--- src/rtl/bin_pkg.sv ---
// rtl/bin_pkg.sv - shared constants, state encoding and clamp helper for the bin loader
package bin_pkg;

    localparam int NUM_DEF        = 8;
    localparam int WIDTH_DEF      = 5;
    localparam int ADDR_WIDTH_DEF = 9;

    typedef enum logic [1:0] {
        IDLE,
        ISSUE,
        DRAIN
    } state_t;

    function automatic int unsigned min_num(input int unsigned num, input int unsigned lim);
        return (num > lim) ? lim : num;
    endfunction

endpackage

--- src/rtl/bin_load_scatter_ctrl_if.sv ---
// rtl/bin_load_scatter_ctrl_if.sv - command, bin RAM and scatter-stage signals of the loader
interface bin_load_scatter_ctrl_if
    import bin_pkg::*;
#(
    parameter int NUM        = NUM_DEF,
    parameter int WIDTH      = WIDTH_DEF,
    parameter int ADDR_WIDTH = ADDR_WIDTH_DEF
);
    localparam int CNT_WIDTH = $clog2(NUM) + 1;

    logic                  start_i;
    logic [ADDR_WIDTH-1:0] base_addr_i;
    logic [CNT_WIDTH-1:0]  num_i;
    logic                  hold_i;
    logic                  ram_rd_en_o;
    logic [ADDR_WIDTH-1:0] ram_addr_o;
    logic [WIDTH-1:0]      ram_data_i;
    logic [NUM-1:0]        wr_o;
    logic [WIDTH-1:0]      data_o;
    logic                  busy_o;
    logic                  done_o;

    modport master (
        output start_i, base_addr_i, num_i, hold_i, ram_data_i,
        input  ram_rd_en_o, ram_addr_o, wr_o, data_o, busy_o, done_o
    );

    modport slave (
        input  start_i, base_addr_i, num_i, hold_i, ram_data_i,
        output ram_rd_en_o, ram_addr_o, wr_o, data_o, busy_o, done_o
    );

endinterface

--- src/rtl/idx_to_onehot.sv ---
// rtl/idx_to_onehot.sv - slot index to one-hot strobe decode with enable
module idx_to_onehot #(
    parameter int NUM = 8,
    localparam int IW = $clog2(NUM)
) (
    input  logic           en,
    input  logic [IW-1:0]  idx,
    output logic [NUM-1:0] onehot
);

    always_comb begin
        onehot = '0;
        if (en) begin
            onehot[idx] = 1'b1;
        end
    end

endmodule

--- src/rtl/bin_load_scatter_ctrl.sv ---
// rtl/bin_load_scatter_ctrl.sv - reads up to NUM consecutive bin RAM words and strobes them
// into scatter slots 0..n-1 in order
module bin_load_scatter_ctrl
    import bin_pkg::*;
#(
    parameter int NUM        = NUM_DEF,
    parameter int WIDTH      = WIDTH_DEF,
    parameter int ADDR_WIDTH = ADDR_WIDTH_DEF
) (
    input logic                   clk,
    input logic                   rst,
    bin_load_scatter_ctrl_if.slave bus
);

    localparam int CNT_WIDTH = $clog2(NUM) + 1;
    localparam int TAG_WIDTH = $clog2(NUM);

    typedef logic [CNT_WIDTH-1:0] cnt_t;

    localparam cnt_t CNT_ONE = cnt_t'(1);

    state_t                state;
    cnt_t                  idx;
    cnt_t                  count;
    cnt_t                  num_clamped;
    logic [ADDR_WIDTH-1:0] base;
    logic [TAG_WIDTH-1:0]  tag;
    logic [TAG_WIDTH-1:0]  tag1;
    logic                  v1;
    logic [NUM-1:0]        wr_next;

    assign num_clamped = cnt_t'(min_num(32'(bus.num_i), NUM));

    always_ff @(posedge clk or posedge rst) begin
        if (rst) begin
            state           <= IDLE;
            idx             <= '0;
            count           <= '0;
            base            <= '0;
            tag             <= '0;
            bus.ram_rd_en_o <= 1'b0;
            bus.ram_addr_o  <= '0;
            bus.busy_o      <= 1'b0;
            bus.done_o      <= 1'b0;
        end else begin
            bus.done_o <= 1'b0;
            case (state)
                IDLE: begin
                    if (bus.start_i) begin
                        if (num_clamped == '0) begin
                            bus.done_o <= 1'b1;
                        end else begin
                            base       <= bus.base_addr_i;
                            count      <= num_clamped;
                            idx        <= '0;
                            bus.busy_o <= 1'b1;
                            state      <= ISSUE;
                        end
                    end
                end
                ISSUE: begin
                    if (bus.hold_i) begin
                        bus.ram_rd_en_o <= 1'b0;
                    end else begin
                        bus.ram_rd_en_o <= 1'b1;
                        bus.ram_addr_o  <= base + ADDR_WIDTH'(idx);
                        tag             <= idx[TAG_WIDTH-1:0];
                        idx             <= idx + CNT_ONE;
                        if (idx + CNT_ONE == count) begin
                            state <= DRAIN;
                        end
                    end
                end
                DRAIN: begin
                    bus.ram_rd_en_o <= 1'b0;
                    // Last read has left both pipeline stages once rd_en and v1 are both low.
                    if (!bus.ram_rd_en_o && !v1) begin
                        state      <= IDLE;
                        bus.busy_o <= 1'b0;
                        bus.done_o <= 1'b1;
                    end
                end
                default: state <= IDLE;
            endcase
        end
    end

    idx_to_onehot #(.NUM(NUM)) u_dec (
        .en     (v1),
        .idx    (tag1),
        .onehot (wr_next)
    );

    always_ff @(posedge clk or posedge rst) begin
        if (rst) begin
            v1         <= 1'b0;
            tag1       <= '0;
            bus.wr_o   <= '0;
            bus.data_o <= '0;
        end else begin
            v1         <= bus.ram_rd_en_o;
            tag1       <= tag;
            bus.wr_o   <= wr_next;
            bus.data_o <= v1 ? bus.ram_data_i : '0;
        end
    end

endmodule

--- src/flat_wrapper.sv ---
// flat-port wrapper written by rule: the top's interface ports become plain ports
module bin_load_scatter_ctrl_flat import bin_pkg::*;
#(
    parameter int NUM        = NUM_DEF,
    parameter int WIDTH      = WIDTH_DEF,
    parameter int ADDR_WIDTH = ADDR_WIDTH_DEF
)
  (clk, rst, bus_start_i, bus_base_addr_i, bus_num_i, bus_hold_i, bus_ram_data_i, bus_ram_rd_en_o, bus_ram_addr_o, bus_wr_o, bus_data_o, bus_busy_o, bus_done_o);
  bin_load_scatter_ctrl_if #(.NUM(NUM), .WIDTH(WIDTH), .ADDR_WIDTH(ADDR_WIDTH)) bus_i ();
  input logic clk;
  input logic rst;
  input wire logic [$bits(bus_i.start_i)-1:0] bus_start_i;
  input wire logic [$bits(bus_i.base_addr_i)-1:0] bus_base_addr_i;
  input wire logic [$bits(bus_i.num_i)-1:0] bus_num_i;
  input wire logic [$bits(bus_i.hold_i)-1:0] bus_hold_i;
  input wire logic [$bits(bus_i.ram_data_i)-1:0] bus_ram_data_i;
  output wire logic [$bits(bus_i.ram_rd_en_o)-1:0] bus_ram_rd_en_o;
  output wire logic [$bits(bus_i.ram_addr_o)-1:0] bus_ram_addr_o;
  output wire logic [$bits(bus_i.wr_o)-1:0] bus_wr_o;
  output wire logic [$bits(bus_i.data_o)-1:0] bus_data_o;
  output wire logic [$bits(bus_i.busy_o)-1:0] bus_busy_o;
  output wire logic [$bits(bus_i.done_o)-1:0] bus_done_o;
  assign bus_i.start_i = bus_start_i;
  assign bus_i.base_addr_i = bus_base_addr_i;
  assign bus_i.num_i = bus_num_i;
  assign bus_i.hold_i = bus_hold_i;
  assign bus_i.ram_data_i = bus_ram_data_i;
  assign bus_ram_rd_en_o = bus_i.ram_rd_en_o;
  assign bus_ram_addr_o = bus_i.ram_addr_o;
  assign bus_wr_o = bus_i.wr_o;
  assign bus_data_o = bus_i.data_o;
  assign bus_busy_o = bus_i.busy_o;
  assign bus_done_o = bus_i.done_o;
  bin_load_scatter_ctrl #(.NUM(NUM), .WIDTH(WIDTH), .ADDR_WIDTH(ADDR_WIDTH)) u_core (.clk(clk), .rst(rst), .bus(bus_i));
endmodule
--- config.mk ---
export PLATFORM = sky130hd
export DESIGN_NAME = bin_load_scatter_ctrl_flat
export DESIGN_NICKNAME = d
export VERILOG_FILES = /design/src/rtl/bin_pkg.sv /design/src/rtl/bin_load_scatter_ctrl_if.sv /design/src/rtl/idx_to_onehot.sv /design/src/rtl/bin_load_scatter_ctrl.sv /design/src/flat_wrapper.sv
export SDC_FILE = /design/constraint.sdc
export NUM_CORES = 1
export LEC_CHECK = 0
export ABC_CLOCK_PERIOD_IN_PS = 2700
export BUFFER_PORTS_ARGS = -buffer_cell sky130_fd_sc_hd__buf_2
export CORE_ASPECT_RATIO = 0.7
export CORE_MARGIN = 5
export CORE_UTILIZATION = 30
export CTS_CLUSTER_DIAMETER = 150
export DETAILED_ROUTE_END_ITERATION = 12
export PLACE_DENSITY = 0.54
export SYNTH_ARGS = -nofsm -noshare
export SYNTH_HDL_FRONTEND = slang
export SYNTH_SLANG_ARGS = --single-unit
--- constraint.sdc ---
create_clock -name clk -period 2.7 [get_ports clk]
set_clock_uncertainty 0.1 [all_clocks]
set_input_delay 0.135 -clock clk [delete_from_list [all_inputs] [get_ports clk]]
set_output_delay 0.135 -clock clk [all_outputs]
set_load 0.05 [all_outputs]
=== Word level (Yosys, flattened, before mapping) ===
Cells that the tools add are included.

* Bits of input ports: 22
* Flip-flop bits (word level): 51
* Word-level logic and storage cells: 67
* Output and inout bits: 25

* Bitwise logic cells: 2
* Equal/unequal tests: 8
* Mux-type cells: 25
* $add $sub $neg: 2
* Order comparisons: 3
* Reductions and logical operators: 14

{| class="wikitable"
|+ Operator list
! operator !! number
|-
| two-way mux 4 bit || 4
|-
| two-way mux 2 bit || 5
|-
| adder 9 x 4 -> 9 bit || 1
|-
| two-way mux 1 bit || 8
|-
| two-way mux 8 bit || 1
|-
| one-hot mux 4 bit (2 select lines) || 1
|-
| AND reduction 4 bit || 2
|-
| inequality test 2 bit, second input constant || 3
|-
| one-hot mux 1 bit (2 select lines) || 3
|-
| one-hot mux 2 bit (3 select lines) || 1
|-
| nonzero test 2 bit || 3
|-
| two-way mux 5 bit || 1
|-
| AND reduction 5 bit || 1
|-
| adder 4 x 1 -> 4 bit, second input constant || 1
|-
| == test 4 bit || 1
|-
| > comparator 4 bit, second input constant || 1
|-
| zero test 4 bit || 1
|-
| less-than comparator 3 x 4 -> 1 bit, second input constant || 1
|-
| inequality test 2 x 1 -> 1 bit, second input constant || 2
|-
| demux 1 bit (select 3 bit) || 1
|-
| >= comparator 3 x 1 -> 1 bit, second input constant || 1
|-
| AND reduction 3 bit || 1
|-
| == test 2 x 1 -> 1 bit, second input constant || 1
|-
| == test 2 bit, second input constant || 1
|-
| 5 further kinds || 8
|}

=== Longest topological paths before layout ===
Gate-level depths: netlist of the first run.

* Word-level depth: 6
* Depth in mapped cells: 7
* Mapped depth without buffers: 6

=== Hierarchy ===
A second synthesis of the first run with hierarchy kept.

* Cells, all modules: 219
* Area, all modules: 2308.5 sq um

{| class="wikitable"
|+ Modules (own cells, without submodules)
! module !! cells each !! seq. area each (sq um) !! instances !! area an instance (sq um)
|-
| bin_load_scatter_ctrl || 211 || 1276.2 || 1 || 2212.1
|-
| idx_to_onehot || 8 || 0.0 || 1 || 96.3
|}

=== Least setup slack after synthesis of the first run ===
No wires, ideal clock.

* Path type: reg2reg
* Start point: reg u_core.idx[0]
* End point: reg u_core.bus.ram_addr_o[6]
* Slack: 0.705 ns
* Stages on the path, launching flop included: 7
* Buffers on the path: 0
* Arrival time: 1.813 ns
* Required time: 2.518 ns
* Library setup time: 0.082 ns
* Period minus slack after synthesis: 1.995 ns
* Cells stage by stage: dfrtp_1 -> ha_1 -> fa_1 -> a21o_1 -> a21oi_1 -> o21ai_0 -> a31oi_1

* Word-level cells in the longest chain between the ends: 1

{| class="wikitable"
|+ RTL lines
! item !! RTL line !! RTL
|-
| start, declared || bin_load_scatter_ctrl.sv:23 || <nowiki>cnt_t idx;</nowiki>
|-
| start signal, assigned || bin_load_scatter_ctrl.sv:68 || <nowiki>idx <= idx + CNT_ONE;</nowiki>
|-
| adder 9 x 4 -> 9 bit || bin_load_scatter_ctrl.sv:66 || <nowiki>bus.ram_addr_o <= base + ADDR_WIDTH'(idx);</nowiki>
|-
| end signal, assigned || bin_load_scatter_ctrl.sv:66 ||
|-
| end, declared || bin_load_scatter_ctrl_if.sv:30 || <nowiki>output ram_rd_en_o, ram_addr_o, wr_o, data_o, busy_o, done_o</nowiki>
|}

No other way between the ends.
A chain may end at the register's enable or synchronous reset.

=== Worst setup path in the final report of the first run ===
Same ends and word-level chain as after synthesis.

==> impl_metrics.csv, run 1 <==
group,metric,value,unit
timing,setup_tns,0,ns
critical_path,worstPathRequired,2.83,ns
synthesis,synth-seq-cells,51,
pwr,pwr-share-comb,45.7,%
grt,grt_max_degree,38,
floorplan,start_util,30.3,%
cells_and_area,n_antenna_cell,0,
clocking,cts.sinks,51,
clocking,cts-htree-levels,2,
pwr,ir_drop,0.466,mV
critical_path,cpLargestDelayFamily,"compound AO/OA/AOI/OAI gates",
critical_path,endpoint_kind,"flop",
timing,hold_viol_final,0,
grt,use_met3,3.41,%
route,wire_per_inst,13.3,µm
route,finalWirelength,4970,µm
floorplan,io_pins,47,
route,vias,1695,
timing,worst_pin_slew,0.787,ns
pwr,pwr-share-clk,14.9,%
clocking,clk_path_buf_depth,2,
clocking,clk_pin_slew,0.10,ns
timing,rsz0062_at_grt,"no",
clocking,cts-buffers-inserted,5,
synthesis,synth_top_area_share,54.4,%
synthesis,synth_top_area_cell,"dfrtp_1",
route,detail_route.vias_per_cell,4.52,
floorplan,die_y,84.0,µm
timing,fin_crit,2.22,ns
floorplan,die-area,9720,µm²
critical_path,cp.arrival,2.35,ns
timing,min_period_over_period,82.1,%
grt,antenna_found_initial,0,
timing,relSlewSlack,47.4,%
pwr,power_switching,1.45,mW
critical_path,max_stage_delay,0.48,ns
run,drv_cap,0,
critical_path,cp-start-kind,"flop",
grt,groute.usage.overall,10.7,%
critical_path,path_buf_inv,0,
clocking,cts_setup_buffers,0,
clocking,cts_resized,0,
place,io_buffers,46,
grt,grt_pass1_wl,8400,µm
clocking,cts_root_buffer,"clkbuf_8",
route,dr.pass1.iters,4,
cells_and_area,drive_gt1_share,27.4,%
pwr,netSwitchingFraction,43.8,%
grt,grt-busiest-layer,"met2",
clocking,clock_latency,0.30,ns
synthesis,synthFlopType,"dfrtp_1",
floorplan,die_x,116,µm
clocking,cts_tree,"built",
critical_path,crit_type,"reg -> reg",
hold_path,holdCritPathClass,"in -> reg",
synthesis,synthCells,205,
floorplan,num_rows,27,
synthesis,avgSynthCellArea,11.5,µm²
floorplan,fp.coreArea,7740,µm²
synthesis,async_reset_ff_share,100,%
route,drtIter0Drc,63,
critical_path,cp_cell_sequence,"ha_1, fa_1, a21o_1, a21oi_1, o21ai_0, a31oi_1",
cells_and_area,areaGrowthSynthToFinish,26.6,%
critical_path,crit_path_max_fanout,7,
timing,max_freq,0.451,GHz
critical_path,cpMaxStageDelayCell,"dfrtp_1",
pwr,p_seq_share,39.4,%
grt,grt_pass1_vias,1731,
timing,drv_slew,0,
synthesis,yosysUniqueCellTypes,44,
synthesis,syn_nets,236,
grt,grt_overflow,0,
route,drcViolationCount,0,
pwr,power_leakage,1.43,nW
cells_and_area,final_nets,304,
outcome,outcome,"finished, final reports clean",
timing,setup_viol,0,
pwr,power.density,1110,nW/µm²
pwr,p_int,1.85,mW
synthesis,seq_area_frac_synth,54.4,%
synthesis,synth-edff-count,0,
clocking,postCtsHoldBufs,15,
place,place_congestion,0.760,
grt,use_met1,15.4,%
synthesis,yosys-top-cells-area,"dfrtp_1 54%, mux2_4 4.5%, ha_1 4.3%, nand2_1 3.5%, xnor2_1 2.6%",
synthesis,yosys_warnings,0,
cells_and_area,final_util,38.4,%
synthesis,netlist_area,2350,µm²
grt,grtUsageMet2,15.9,%
route,ant_nets,0,
place,hpwl,3610,µm
timing,whs,0.00991,ns
==> power groups by stage <==
stage	clock network [mW]	registers, mW	logic (mW)
2_1_floorplan	0	1.67	0.781
3_3_place_gp	0	1.31	1.50
3_5_place_dp	0	1.32	1.51
4_1_cts	0.510	1.30	1.53
5_1_grt	0.539	1.35	1.66
6_report	0.493	1.30	1.51
==> worst min-delay path, stage by stage <==
cell     delay (ns)
buf_2          0.13
inv_1          0.05
o31ai_1        0.06
==> through the flow <==
stage,power (mW),setup slack (ns),cell area (µm²),std cells
2_1_floorplan,2.45,0.705,2350,205
3_3_place_gp,2.81,0.555,2720,352
3_5_place_dp,2.83,0.473,2720,352
4_1_cts,3.35,0.464,2970,375
5_1_grt,3.55,0.336,2970,375
6_report,3.30,0.483,2970,375
==> registers in the layout, summed over array words and instances, names as in the netlist <==
| name | flops |
|---|---|
| u_core.bus.busy_o | 1 |
| u_core.tag | 3 |
| u_core.tag1 | 3 |
| u_core.bus.ram_rd_en_o | 1 |
| u_core.idx | 4 |
| u_core.bus.ram_addr_o | 9 |
| u_core.base | 9 |
| u_core.bus.data_o | 5 |
| u_core.state | 2 |
| u_core.bus.done_o | 1 |
| u_core.count | 4 |
| u_core.bus.wr_o | 8 |
| u_core.v1 | 1 |
==> cells in the final DEF (no fill, tap or decap), types with 2 or more instances in the layout <==
| cell | n |
|---|---|
| mux2_4 | 7 |
| nand3b_1 | 3 |
| a31oi_1 | 3 |
| nor2_1 | 13 |
| nand3_1 | 4 |
| and2_1 | 6 |
| inv_1 | 9 |
| a21oi_1 | 5 |
| nor3_1 | 3 |
| nand2_1 | 22 |
| mux2_2 | 4 |
| dlygate4sd3_1 | 15 |
| dfrtp_1 | 51 |
| nor3b_1 | 2 |
| o31ai_1 | 3 |
| clkbuf_8 | 7 |
| nor2b_1 | 2 |
| o21ai_0 | 11 |
| o2bb2ai_1 | 3 |
| xor2_1 | 2 |
| o2111ai_1 | 2 |
| ha_1 | 8 |
| or3_1 | 3 |
| buf_4 | 6 |
| a21o_1 | 3 |
| nand2b_1 | 4 |
| mux2i_1 | 2 |
| buf_2 | 46 |
| xnor2_1 | 7 |
==> final cells by class <==
cell class / instances / area, µm²
Clock inverter: 1 / 7.51
Clock buffer: 7 / 96.3
Inverter: 10 / 37.5
Timing Repair Buffer: 67 / 425
Fill cell: 798 / 4760
Multi-Input combinational cell: 138 / 1000
Tap cell: 101 / 126
Sequential cell: 51 / 1280
==> final timing paths <==
kind,startpoint,to,slack (ns),cells past startpoint
max in group asynchronous,rst,u_core.bus.wr_o[7]$_DFF_PP0_,1.46,4
min,bus_num_i[0],u_core.count[0]$_DFFE_PP0P_,0.01,3
min reg2reg,u_core.tag[1]$_DFFE_PP0P_,u_core.tag1[1]$_DFF_PP0_,0.29,0
min in group asynchronous,rst,u_core.bus.data_o[4]$_DFF_PP0_,0.42,3
max reg2reg,u_core.idx[0]$_DFFE_PP0P_,u_core.bus.ram_addr_o[6]$_DFFE_PP0P_,0.48,6
max,u_core.idx[0]$_DFFE_PP0P_,u_core.bus.ram_addr_o[6]$_DFFE_PP0P_,0.48,6
==> cell usage after synthesis, types with 5 or more instances <==
| cell type | number |
|---|---|
| o21ai_0 | 11 |
| inv_1 | 10 |
| mux2_4 | 7 |
| nand2_1 | 22 |
| ha_1 | 8 |
| nor2_1 | 13 |
| xnor2_1 | 7 |
| and2_1 | 6 |
| a21oi_1 | 5 |
| dfrtp_1 | 51 |
==> layer usage <==
metal	up-vias	part of all wire, %	wire length (µm)
met5	-	0	0
li1	853	-	-
met3	5	6.9	344
met4	0	0.54	27
met1	793	51	2520
met2	44	42	2070
==> logic make-up after synthesis <==
kind of cell	count (synthesis)	share of synthesized area (%)
xor gates and xnor gates	9	3.36
buffers and inverters	16	2.93
adders and majority gates	9	5.12
muxes	13	7.25
AOI/OAI and AO/OA	40	12.5
DFF	51	54.4
and+or+nand+nor	67	14.4
(Power assumes the default switching activity.)
==> inputs of run 2 (changes only) <==
ABC_CLOCK_PERIOD_IN_PS = 1800   (was 2700)
PLACE_DENSITY = 0.55   (was 0.54)
clock period = 1.8 ns   (was 2.7 ns; I/O delays follow)
==> run 2 against run 1 <==
Net effect: the flow now finishes with violations (negative setup slack); fmax grew 22%; largest power group unchanged; via count rose by 3.6%; combinational power increased by 70%; critical path type unchanged; register-to-register slack got worse by 0.50 ns; setup slack worse by 0.50 ns; global-route usage rose by 0.49 points.
==> impl_metrics.csv, run 2 (synthesis results as in run 1) <==
group,metric,value,unit
grt,grt_max_degree,52,
critical_path,r2r_start,"u_core.base[0]$_DFFE_PP0P_",
place,dp_slack,-0.0756,ns
pwr,p_seq_share,36.9,%
route,detail_route.vias_per_cell,4.50,
route,dr.pass1.iters,4,
cells_and_area,layout_commonest_cell,"dfrtp_1",
critical_path,worstPathRequired,1.91,ns
clocking,cts_root_buffer,"clkbuf_8",
timing,rsz0062_at_grt,"yes",
grt,grt_pass1_wl,8800,µm
route,drcViolationCount,0,
critical_path,crit_path_max_fanout,5,
route,drtIter0Drc,115,
pwr,power.density,1640,nW/µm²
hold_path,holdCritStartpoint,"bus_hold_i",
cells_and_area,drive_gt1_share,33.6,%
grt,grt_pass1_vias,1799,
place,dpl_cell_area,2810,µm²
clocking,clk_path_buf_depth,2,
clocking,clk_pin_slew,0.10,ns
place,io_buffers,46,
outcome,violations,"negative setup slack",
run,drv_cap,0,
critical_path,crit_type,"reg -> reg",
clocking,cts-htree-levels,2,
pwr,power_leakage,1.50,nW
grt,groute.usage.overall,11.2,%
floorplan,die_y,84.0,µm
clocking,cts.sinks,51,
pwr,pwr-share-clk,13.8,%
clocking,clock_latency,0.31,ns
route,finalWirelength,5120,µm
floorplan,io_pins,47,
place,hpwl,3660,µm
pwr,netSwitchingFraction,44.3,%
critical_path,endpoint_kind,"flop",
outcome,outcome,"finished with violations",
critical_path,crit_path_start,"u_core.base[0]$_DFFE_PP0P_",
cells_and_area,areaGrowthSynthToFinish,35.6,%
floorplan,num_rows,27,
cells_and_area,final_cell_mix,"49 x dfrtp_1, 46 x buf_2, 22 x nand2_1",
timing,drv_slew,0,
clocking,cts_tree,"built",
pwr,pwr-share-comb,49.3,%
pwr,total_power,5.21,mW
pwr,power_switching,2.31,mW
cells_and_area,largest_registers,"u_core.base: 9 flops, u_core.bus.ram_addr_o: 9 flops, u_core.bus.wr_o: 8 flops",
grt,grt_overflow,0,
timing,hold_viol_final,0,
grt,antenna_found_initial,0,
critical_path,cp.arrival,1.92,ns
place,place_congestion,0.779,
route,vias,1756,
timing,setup_viol,1,
floorplan,fp.coreArea,7740,µm²
hold_path,holdCritPathClass,"in -> reg",
floorplan,die_x,116,µm
cells_and_area,final_area,3180,µm²
floorplan,die-area,9720,µm²
timing,relSlewSlack,75.7,%
pwr,p_int,2.90,mW
clocking,cts-buffers-inserted,5,
timing,fin_crit,1.81,ns
timing,min_period_over_period,101,%
pwr,ir_drop,0.705,mV
cells_and_area,n_antenna_cell,0,
cells_and_area,final_nets,319,
route,wire_per_inst,13.1,µm
timing,max_freq,0.551,GHz
timing,fin_ws,-0.0146,ns
timing,worst_pin_slew,0.363,ns
critical_path,cp-start-kind,"flop",
floorplan,start_util,30.3,%
route,ant_nets,0,
==> run 2: cell count changes in the layout (fill, tap and decap cells not counted), sizes merged <==
| cell | before | now |
|---|---|---|
| clkbuf | 7 | 5 |
| clkinv | 0 | 1 |
| inv | 10 | 11 |
| buf | 52 | 62 |
| dlygate4sd3 | 15 | 20 |
==> run 2: path summary, 6_finish.rpt <==
| kind | endpoint | slack [ns] | cells after the start |
|---|---|---|---|
| worst min register to register | u_core.tag1[1]$_DFF_PP0_ | 0.29 | 0 |
| max in group asynchronous | u_core.idx[0]$_DFFE_PP0P_ | 1.10 | 4 |
| worst max-delay path | u_core.bus.ram_addr_o[4]$_DFFE_PP0P_ | -0.01 | 6 |
| worst max register to register | u_core.bus.ram_addr_o[4]$_DFFE_PP0P_ | -0.01 | 6 |
| min in group asynchronous | u_core.bus.data_o[4]$_DFF_PP0_ | 0.25 | 4 |
| worst min-delay path | u_core.bus.ram_rd_en_o$_DFFE_PP0P_ | 0.10 | 3 |
==> run 2: worst max-delay path: stages, from the launching register on <==
cell and delay, ns:
dfrtp_1 0.42, ha_4 0.18, fa_2 0.35, a21o_1 0.22
a21oi_4 0.20, xor2_1 0.16, o21ai_1 0.08
==> run 2: power by group through the flow <==
| stage | sequential (mW) | combinational [mW] | clock (mW) |
|---|---|---|---|
| global placement | 1.93 | 2.44 | 0 |
| finish | 1.92 | 2.57 | 0.717 |
| CTS | 1.92 | 2.50 | 0.746 |
| floorplan | 2.51 | 1.19 | 0 |
| global route | 1.99 | 2.82 | 0.799 |
| detailed placement | 1.94 | 2.44 | 0 |
==> run 2: metrics by stage <==
stage	hold WS, ns	TNS (ns)	util, %	instances
floorplan	0.0887	0	-	205
global placement	0.0616	-0.00621	36.3	360
detailed placement	0.0613	-0.150	36.3	360
CTS	0.0982	-0.00207	40.3	388
global route	0.119	-0.239	41.1	390
finish	0.100	-0.0146	41.1	390
==> run 2: layout make-up <==
| type | count | area, µm² |
|---|---|---|
| clock buffers | 5 | 68.8 |
| clock inverters | 3 | 27.5 |
| fillers | 755 | 4550 |
| inverters | 10 | 37.5 |
| multi-input cells | 138 | 1080 |
| flip-flops and latches | 51 | 1280 |
| well taps | 101 | 126 |
| repair buffers | 82 | 567 |
==> run 2: per-layer routing <==
metal / track usage (%) / share of wire, % / vias up
met2: 16.1 / 40 / 42
met3: 2.90 / 6.5 / 4
met1: 16.6 / 52 / 818
met5: 0 / 0 / -
li1: - / - / 892
met4: 3.16 / 0.78 / 0
==> run 2: what timing repair did <==
item                                    4_1_cts  5_1_grt
endpoints found under the setup margin        3       17
pin swaps                                     0       13
setup buffers                                 0        2
gates resized for setup                       2       12
endpoints found under the hold margin        69        0
hold buffers                                 20        0
==> inputs of run 3 (changes only) <==
CTS_CLUSTER_SIZE = 20   (was not set)
SETUP_SLACK_MARGIN = 0.05   (was not set)
==> run 3 against run 2 <==
Net effect: the flow now finishes without violations; clock power up 15%; sequential share of layout area about the same; via count down 1.1%; combinational power about the same; register-to-register slack better by 0.04 ns; power up 2.4%; critical path depth unchanged; final cell count down 0.26%; non-clock buffer count down 1; global-route usage down 0.26 points; utilization about the same.
==> impl_metrics.csv, run 3 (synthesis results as in run 1) <==
group,metric,value,unit
grt,grt_pass1_vias,1800,
timing,fin_crit,1.77,ns
critical_path,cp_cell_sequence,"ha_4, fa_2, a21o_1, a21oi_4, or3_1, a31oi_1",
critical_path,worstPathRequired,1.90,ns
place,dpl_cell_area,2820,µm²
floorplan,die_x,116,µm
pwr,netSwitchingFraction,42.9,%
timing,hold_viol_final,0,
place,hpwl,3720,µm
grt,groute.usage.overall,11.0,%
floorplan,die_y,84.0,µm
timing,whs,0.00948,ns
outcome,outcome,"finished, final reports clean",
cells_and_area,drive_gt1_share,35.1,%
route,drtIter0Drc,85,
critical_path,crit_path_start,"u_core.idx[0]$_DFFE_PP0P_",
critical_path,cp-start-kind,"flop",
clocking,cts_root_buffer,"clkbuf_8",
cells_and_area,layout_commonest_cell,"dfrtp_1",
route,drcViolationCount,0,
route,ant_nets,0,
critical_path,crit_type,"reg -> reg",
clocking,clk_pin_slew,0.10,ns
critical_path,cp.depth,6,
critical_path,r2r_start,"u_core.idx[0]$_DFFE_PP0P_",
floorplan,die-area,9720,µm²
clocking,clk_path_buf_depth,2,
critical_path,worst-r2r-setup-slack,0.03,ns
floorplan,fp.coreArea,7740,µm²
timing,setup_tns,0,ns
timing,worst_pin_slew,0.444,ns
route,finalWirelength,5160,µm
cells_and_area,n_antenna_cell,0,
clocking,cts-htree-levels,2,
critical_path,cp.arrival,1.87,ns
timing,relSlewSlack,70.1,%
floorplan,start_util,30.3,%
critical_path,cpLargestDelayFamily,"adder cells",
critical_path,endpoint_kind,"flop",
clocking,clock_latency,0.30,ns
grt,grt_pass1_wl,8610,µm
pwr,ir_drop,0.801,mV
grt,grt_overflow,0,
route,dr.pass1.iters,4,
pwr,p_int,3.05,mW
place,place_congestion,0.791,
critical_path,crit_end,"u_core.bus.ram_addr_o[6]$_DFFE_PP0P_",
cells_and_area,largest_registers,"u_core.base: 9 flops, u_core.bus.ram_addr_o: 9 flops, u_core.bus.wr_o: 8 flops",
critical_path,ff2ff_path_depth,6,
critical_path,reg2reg_to,"u_core.bus.ram_addr_o[6]$_DFFE_PP0P_",
route,vias,1737,
grt,grt_max_degree,52,
timing,max_freq,0.564,GHz
cells_and_area,fill_cells,748,
timing,min_period_over_period,98.5,%
pwr,power_leakage,1.50,nW
hold_path,holdCritPathClass,"in -> reg",
timing,rsz0062_at_grt,"yes",
floorplan,io_pins,47,
cells_and_area,final_nets,318,
pwr,power_switching,2.29,mW
critical_path,crit_path_max_fanout,5,
critical_path,cpMaxStageDelayCell,"dfrtp_2",
clocking,cts_tree,"built",
floorplan,num_rows,27,
critical_path,path_buf_inv,0,
cells_and_area,final_area,3190,µm²
grt,antenna_found_initial,0,
timing,drv_slew,0,
clocking,cts-buffers-inserted,5,
run,drv_cap,0,
pwr,pwr-share-comb,48.6,%
cells_and_area,final_util,41.2,%
pwr,power.density,1670,nW/µm²
pwr,p_seq_share,36.0,%
place,io_buffers,46,
route,wire_per_inst,13.3,µm
cells_and_area,final_cell_mix,"49 x dfrtp_1, 46 x buf_2, 22 x nand2_1",
cells_and_area,areaGrowthSynthToFinish,35.8,%
pwr,pwr-share-clk,15.4,%
clocking,cts.sinks,51,
critical_path,max_stage_delay,0.44,ns
route,detail_route.vias_per_cell,4.47,
timing,setup_viol,0,
==> run 3: area by class of cell <==
cell class                      count  area [µm²]  area share [%]
Clock buffer                        5        68.8            2.16
Clock inverter                      3        46.3            1.45
Inverter                           10        37.5            1.18
Multi-Input combinational cell    138        1080            33.8
Sequential cell                    51        1280            40.1
Tap cell                          101         126            3.97
Timing Repair Buffer               81         551            17.3
==> run 3: worst min path at each step <==
| stage | startpoint | end | slack, ns | cells after the start |
|---|---|---|---|---|
| after floorplan | bus_num_i[3] | u_core.count[0]$_DFFE_PP0P_ | 0.09 | 1 |
| after global placement | rst | u_core.bus.data_o[0]$_DFF_PP0_ | 0.06 | 3 |
| after detailed placement | rst | u_core.bus.data_o[1]$_DFF_PP0_ | 0.06 | 3 |
| after CTS | bus_num_i[2] | u_core.count[2]$_DFFE_PP0P_ | 0.004 | 3 |
| after global routing | bus_num_i[2] | u_core.count[2]$_DFFE_PP0P_ | 0.01 | 3 |
| final | bus_num_i[2] | u_core.count[2]$_DFFE_PP0P_ | 0.009 | 3 |
==> run 3: power by group through the flow <==
stage | combinational [mW] | sequential, mW | clock, mW
3_5_place_dp | 2.46 | 1.93 | 0
6_report | 2.59 | 1.92 | 0.821
5_1_grt | 2.84 | 1.98 | 0.881
3_3_place_gp | 2.44 | 1.92 | 0
4_1_cts | 2.52 | 1.91 | 0.842
2_1_floorplan | 1.19 | 2.51 | 0
==> run 3: stage by stage <==
step | setup WS (ns) | power, mW | std cells
2_1_floorplan | 0.0330 | 3.71 | 205
3_3_place_gp | 0.00525 | 4.37 | 361
3_5_place_dp | -0.0588 | 4.40 | 361
4_1_cts | 0.00235 | 5.28 | 387
5_1_grt | -0.0548 | 5.71 | 389
6_report | 0.0267 | 5.33 | 389
==> run 3: worst reg2reg max path: cells and delay by family (launching register included) <==
kind	cells	cell delay, ns
fa+ha+maj	2	0.53
compound gates	3	0.46
flops	1	0.44
simple gates	1	0.14
==> run 3: routing by layer <==
| layer | routed length (µm) | up-vias | track usage, % | share of wire [%] |
|---|---|---|---|---|
| met4 | 19 | 0 | 1.90 | 0.37 |
| met1 | 2710 | 801 | 16.5 | 53 |
| met2 | 2100 | 52 | 15.9 | 41 |
| li1 | - | 882 | - | - |
| met5 | 0 | - | 0 | 0 |
| met3 | 334 | 2 | 2.97 | 6.5 |
==> run 3: what timing repair did <==
action	in CTS	in global routing
resized for setup	2	12
endpoints found under the setup margin	3	22
endpoints found under the hold margin	67	0
hold buffers	18	0
setup buffers	0	2
pin swaps	3	5
